==> config.mk <==
export PLATFORM = sky130hd
export DESIGN_NAME = decouple_skid_buffer
export DESIGN_NICKNAME = d
export VERILOG_FILES = /design/src/rtl/decouple_skid_buffer.sv
export SDC_FILE = /design/constraint.sdc
export NUM_CORES = 1
export LEC_CHECK = 0
export ABC_AREA = 1
export BUFFER_PORTS_ARGS = -buffer_cell sky130_fd_sc_hd__buf_2
export CAP_MARGIN = 5
export CELL_PAD_IN_SITES_DETAIL_PLACEMENT = 1
export CELL_PAD_IN_SITES_GLOBAL_PLACEMENT = 1
export CORE_ASPECT_RATIO = 2
export CORE_MARGIN = 2
export CORE_UTILIZATION = 39
export CTS_CLUSTER_SIZE = 8
export DETAILED_ROUTE_END_ITERATION = 12
export PLACE_DENSITY_LB_ADDON = 0.05
export SLEW_MARGIN = 20
export SYNTH_ARGS = -nofsm -noshare
export SYNTH_HDL_FRONTEND = slang
export SYNTH_SLANG_ARGS = --single-unit
==> constraint.sdc <==
create_clock -name clock -period 2.2 [get_ports clock]
set_input_delay 0.11 -clock clock [delete_from_list [all_inputs] [get_ports clock]]
set_output_delay 0.11 -clock clock [all_outputs]
set_load 0.005 [all_outputs]
==> src/rtl/decouple_skid_buffer.sv <==
// Two-entry valid/ready skid buffer. Both directions of the handshake come
// straight from flops, so out_ready never reaches in_ready combinationally.
module decouple_skid_buffer #(
   parameter int DATA_WIDTH = 32
) (
   input  logic                  clock,
   input  logic                  reset,
   input  logic                  flush,
   input  logic                  in_valid,
   input  logic [DATA_WIDTH-1:0] in_data,
   output logic                  in_ready,
   output logic                  out_valid,
   output logic [DATA_WIDTH-1:0] out_data,
   input  logic                  out_ready,
   output logic [1:0]            occupancy
);

   typedef enum logic [1:0] {
      EMPTY = 2'd0,
      BUSY  = 2'd1,
      FULL  = 2'd2
   } state_t;

   state_t                r_state;
   state_t                w_state_next;
   logic                  r_in_ready;
   logic                  r_out_valid;
   logic [1:0]            r_occupancy;
   logic [DATA_WIDTH-1:0] r_out_data;
   logic [DATA_WIDTH-1:0] r_skid_data;

   logic                  w_in_fire;
   logic                  w_out_fire;
   logic                  w_load_out_from_in;
   logic                  w_load_out_from_skid;
   logic                  w_load_skid;
   logic                  w_in_ready_next;
   logic                  w_out_valid_next;
   logic [1:0]            w_occupancy_next;

   assign w_in_fire  = in_valid & r_in_ready;
   assign w_out_fire = r_out_valid & out_ready;

   // NOTE: sequential state uses non-blocking assignments so every flop samples
   // pre-edge values regardless of the order the always blocks are evaluated.
   always_ff @(posedge clock or posedge reset) begin
      if (reset) r_state <= EMPTY;
      else       r_state <= w_state_next;
   end

   // NOTE: every signal gets a default before the case so no latch is inferred
   // for combinations the case does not mention.
   always_comb begin
      w_state_next         = r_state;
      w_load_out_from_in   = 1'b0;
      w_load_out_from_skid = 1'b0;
      w_load_skid          = 1'b0;
      if (flush) begin
         // Data registers keep their contents; only the state is discarded.
         w_state_next = EMPTY;
      end else begin
         case (r_state)
            EMPTY: begin
               if (w_in_fire) begin
                  w_state_next       = BUSY;
                  w_load_out_from_in = 1'b1;
               end
            end
            BUSY: begin
               if (w_in_fire && !w_out_fire) begin
                  w_state_next = FULL;
                  w_load_skid  = 1'b1;
               end else if (w_in_fire && w_out_fire) begin
                  w_load_out_from_in = 1'b1;
               end else if (w_out_fire) begin
                  w_state_next = EMPTY;
               end
            end
            FULL: begin
               if (w_out_fire) begin
                  w_state_next         = BUSY;
                  w_load_out_from_skid = 1'b1;
               end
            end
            default: w_state_next = EMPTY;
         endcase
      end
   end

   // Handshake outputs are decoded from the next state and then registered.
   always_comb begin
      w_in_ready_next  = 1'b1;
      w_out_valid_next = 1'b0;
      w_occupancy_next = 2'd0;
      case (w_state_next)
         BUSY: begin
            w_out_valid_next = 1'b1;
            w_occupancy_next = 2'd1;
         end
         FULL: begin
            w_in_ready_next  = 1'b0;
            w_out_valid_next = 1'b1;
            w_occupancy_next = 2'd2;
         end
         default: ;
      endcase
   end

   always_ff @(posedge clock or posedge reset) begin
      if (reset) begin
         r_in_ready  <= 1'b1;
         r_out_valid <= 1'b0;
         r_occupancy <= 2'd0;
      end else begin
         r_in_ready  <= w_in_ready_next;
         r_out_valid <= w_out_valid_next;
         r_occupancy <= w_occupancy_next;
      end
   end

   // NOTE: the payload registers are reset too, so out_data reads 0 before the
   // first beat instead of an undefined value.
   always_ff @(posedge clock or posedge reset) begin
      if (reset) begin
         r_out_data  <= '0;
         r_skid_data <= '0;
      end else begin
         if (w_load_out_from_in)        r_out_data <= in_data;
         else if (w_load_out_from_skid) r_out_data <= r_skid_data;
         if (w_load_skid)               r_skid_data <= in_data;
      end
   end

   assign in_ready  = r_in_ready;
   assign out_valid = r_out_valid;
   assign out_data  = r_out_data;
   assign occupancy = r_occupancy;

endmodule
Yosys cells after proc, flatten, opt, wreduce, memory -nomap -nowiden. Cells that the tools add are included.

Register bits: 70. Input bits: 37. Output and inout bits: 36.

Eq/ne operators: 4. Muxes and demuxes: 23. Bitwise operators: 2. Reductions and logical operators: 6.

Operators with widths (number): two-way mux 32 bit (2); two-way mux 1 bit (12); two-way mux 2 bit (6); case mux 2 bit (3 select lines) (1); == test 2 x 1 -> 1 bit, second input constant (2); == test 2 bit, second input constant (2); case mux 2 bit (2 select lines) (1); bitwise AND 1 bit (2); logical AND 1 bit (2); zero test 2 bit (1); case mux 1 bit (2 select lines) (1); nonzero test 2 bit (1); OR reduction 2 bit (1); zero test 1 bit (1).

Depth between registers and ports, before layout.
Depth in word-level cells: 9. Mapped depth: 8. Gate-level depth less buffers: 7.

Least setup slack after synthesis. OpenSTA, ideal clock, no wires.

Path type: reg-to-reg. From: register r_in_ready (netlist: in_ready). To: register r_out_valid (netlist: out_valid). Library setup time: 63 ps. Data arrival time: 1363 ps. Data required time: 2137 ps. Setup slack: 774 ps. Stages on the path, launching flop included: 7. Cell sequence: dfstp_2 -> nand2_1 -> nor3_1 -> nor2_1 -> nand3_1 -> ha_1 -> inv_1.

Longest elaborated chain between the ends: 9. Elaborated cells on any way between the ends: 12. Classes of those cells: eq/ne (2); mux (6); bitwise (1); reduce/logical (3).

RTL lines: start: declaration (RTL line 26) `logic r_in_ready;`; start signal: assignment (RTL line 115) `r_in_ready <= w_in_ready_next;`; bitwise AND 1 bit * (RTL line 41) `assign w_in_fire = in_valid & r_in_ready;`; logical AND 1 bit (RTL line 73) `end else if (w_in_fire && w_out_fire) begin`; two-way mux 2 bit (RTL line 73); two-way mux 2 bit (RTL line 70) `if (w_in_fire && !w_out_fire) begin`; case mux 2 bit (3 select lines) * (RTL line 62) `case (r_state)`; two-way mux 2 bit * (RTL line 58) `if (flush) begin`; == test 2 bit / == test 2 x 1 -> 1 bit (equally long branches) (RTL line 95) `case (w_state_next)`; OR reduction 2 bit (no line) *; two-way mux 1 bit * (RTL line 95); net w_out_valid_next (RTL line 38) `logic w_out_valid_next;`; end signal: assignment (RTL line 116) `r_out_valid <= w_out_valid_next;`; end: declaration (RTL line 27) `logic r_out_valid;`.

The timed path passes the listed nets; every way through them passes the cells marked *. A chain may end at the register's enable or synchronous reset.

Final worst setup path.
From: register r_out_valid (netlist: out_valid). To: register r_out_data[25] (netlist: out_data[25]).

Longest elaborated chain between the ends: 7. Elaborated cells on any way between the ends: 13. Classes of those cells: mux (8); bitwise (1); reduce/logical (4).

RTL lines: bitwise AND 1 bit * (RTL line 42) `assign w_out_fire = r_out_valid & out_ready;`; logical AND 1 bit / zero test 1 bit (equally long branches) (RTL line 73, 70); two-way mux 1 bit / logical AND 1 bit (equally long branches) (RTL line 73, 70); two-way mux 1 bit (RTL line 70); case mux 1 bit (2 select lines) (RTL line 62); two-way mux 1 bit (RTL line 58); two-way mux 32 bit / nonzero test 2 bit (equally long branches); end signal: assignment (RTL line 128) `if (w_load_out_from_in) r_out_data <= in_data;`; end signal: assignment (RTL line 129) `else if (w_load_out_from_skid) r_out_data <= r_skid_data;`; end: declaration (RTL line 29) `logic [DATA_WIDTH-1:0] r_out_data;`.

Mark *: on every way between the ends. The rest lies on a longest branch, timed or not.

==> results.tsv <==
stage	metric	value	unit
outcome	outcome	complete, no violations	
synth	synth_edf_count	0	
power_and_ir_drop	vdd_drop_max	0.000590	V
worst_setup_path	r2r-start	out_valid	
worst_setup_path	cp-start-kind	flop	
clocking	clkSinkCount	70	
cells_and_area	n_fill_cell	1037	
clocking	numCtsBuffers	9	
timing	relSlewSlack	61.5	%
synth	ys_types	19	
synth	syn_area_per_cell	7.94	µm²
placement	place.gp.congestion	0.836	
timing	rsz0062_at_grt	no	
timing	period_share	84.1	%
cells_and_area	n_antenna_cell	0	
global_routing	grt_start_max_net_pins	51	
timing	period_minus_slack	1850	ps
route	vias	2943	
route	drc	0	
worst_hold_path	hold_depth	3	
timing	timing.fmax	0.540	GHz
worst_setup_path	reg2reg_depth	7	
power_and_ir_drop	p_per_area	1190	nW/µm²
timing	skew	4.77	ps
timing	finalHoldViolations	0	
floorplan	die_area	9200	µm²
clocking	cts_tree	done	
cells_and_area	syn2layout_area_growth	23.2	%
synth	yosys.area.top_type	dfrtp_1	
clocking	clock_path_buffers	2	
synth	syn_area	3280	µm²
cells_and_area	drive_gt1_share	20.9	%
placement	place_area	3750	µm²
synth	ys_top_cells_by_count	130 x nand2_1, 69 x dfrtp_1, 68 x inv_1, 44 x nand3_1, 30 x nand4_1	
synth	synthTopCellsByArea	dfrtp_1 53%, nand2_1 15%, inv_1 7.8%, nand3_1 6.7%, nand4_1 5.7%	
timing	slew_viol_final	0	
floorplan	start_util	39.8	%
route	wl	8.61	mm
flow_run	maxCapViolCount	0	
synth	synth-seq-cells	70	
clocking	clockRootBuffer	clkbuf_16	
timing	holdWs	47.8	ps
worst_hold_path	min_path_type	primary input to flop	
worst_setup_path	critical_path.startpoint	out_valid	
worst_setup_path	cp_data_arrival_time	2120	ps
worst_hold_path	min_from	in_data[3]	
route	drt_iter0_drc	138	
clocking	worstSkewPairLatency	330	ps
global_routing	grt_pass1_vias	3119	
clocking	htree_levels	3	
floorplan	rows	47	
timing	worstMarginPinSlew	577	ps
route	dr.pass1.iters	4	
cells_and_area	fin_nets	523	
worst_setup_path	cp_max_fo	30	
floorplan	ios	73	
timing	final.setup.tns	0	ps
worst_setup_path	crit_path_end	out_data[25]	
worst_setup_path	r2r_setup_slack	350	ps
floorplan	die_x	68.8	µm
synth	synthFlopType	dfrtp_1	
synth	synthMostInstantiatedCell	nand2_1	
clocking	clk_pin_slew	50	ps
route	wl_per_cell	14.7	µm
worst_setup_path	r2r_end	out_data[25]	
synth	postSynthCellCount	413	
placement	hpwl	6.06	mm
worst_setup_path	crit_required	2470	ps
cells_and_area	finalInstanceArea	4040	µm²
worst_setup_path	path_class	flop to flop	
worst_setup_path	worst_setup_path_end_kind	flop	
floorplan	die_h	134	µm
placement	port_buffers	72	
route	avgViaCountPerCell	5.03	
synth	synth_nets	453	
power_and_ir_drop	power_leakage	2.34	nW
synth	synthArstFlopShare	100	%
clocking	ctsResizeCount	0	
synth	yosysTopAreaCellShare	52.7	%
global_routing	grt_pass1_wl	14.3	mm
synth	yosysSeqAreaShare	53.5	%
global_routing	antenna_found_initial	0	
synth	yosys_warnings	0	
global_routing	grt_use_total	20.6	%
route	antenna_left	0	
floorplan	coreArea	8230	µm²
timing	setup_violations	0	
global_routing	globalRoute.totalOverflow	0	
==> flip-flops by register name, summed over array words and instances, names as in the netlist <==
register	flops
occupancy	2
r_skid_data	32
in_ready	1
out_valid	1
r_state	2
out_data	32
==> cell usage in the layout, fill, tap and decap left out, drive strengths merged <==
cell type      n
dfrtp         69
nor2           3
nand2        131
nand4         31
bufinv         1
nand3         45
o21ai         32
nor3           3
dfstp          1
clkbuf        14
ha             3
buf           82
inv           71
dlygate4sd3    1
==> power by group <==
group,total [mW],internal (mW),switching [mW]
Combinational,1.30,0.571,0.732
Clock,1.40,0.904,0.501
Sequential,2.12,1.83,0.289
==> cells by family (layout without fill, tap and decap cells) <==
family          Yosys count  in the layout  share of synthesized area (%)
flops                    70             70                           53.5
compound gates           32             32                           4.89
buf+inv                  95            169                           11.3
fa+ha+maj                 3              3                           1.15
simple gates            213            213                           29.2
==> stage by stage <==
| step | worst slack (ps) | total power, mW | util (%) | std cells |
|---|---|---|---|---|
| detailed placement | 324 | 3.47 | 45.5 | 569 |
| finish | 349 | 4.82 | 49.1 | 585 |
| CTS | 311 | 4.90 | 49.1 | 585 |
| global route | 192 | 5.21 | 49.1 | 585 |
| floorplan | 323 | 2.89 | - | 413 |
| global placement | 410 | 3.39 | 45.5 | 569 |
==> worst min path at each step <==
stage	end	slack, ps
6_report	r_skid_data[3]	50
5_1_grt	r_skid_data[15]	70
4_1_cts	r_skid_data[3]	40
3_5_place_dp	out_valid	160
3_3_place_gp	out_data[30]	160
2_1_floorplan	r_state[0]	200
==> repair_timing <==
action,in CTS,in global routing
endpoints found under the hold margin,19,0
hold buffers,1,0
buffers inserted,0,0
==> worst max-delay path, stage by stage (launching register included) <==
cell	delay [ps]
dfrtp_1	370
nand2_1	180
inv_1	90
nand3_1	210
nand2_2	210
inv_2	490
nand2_1	140
nand2_1	100
==> layout make-up <==
class,instances,area (µm²),area share [%]
flip-flops and latches,70,1750,43.4
multi-input cells,248,1160,28.6
repair buffers,83,458,11.3
inverters,71,267,6.60
clock buffers,14,254,6.29
well taps,98,123,3.04
clock inverters,1,30.0,0.743
==> per-layer routing <==
layer	global-route usage, %	wire (µm)
met1	22.1	3380
met4	7.63	170
met2	38.3	4840
met5	0	0
met3	3.29	222
Power figures use the tool's default switching activity.
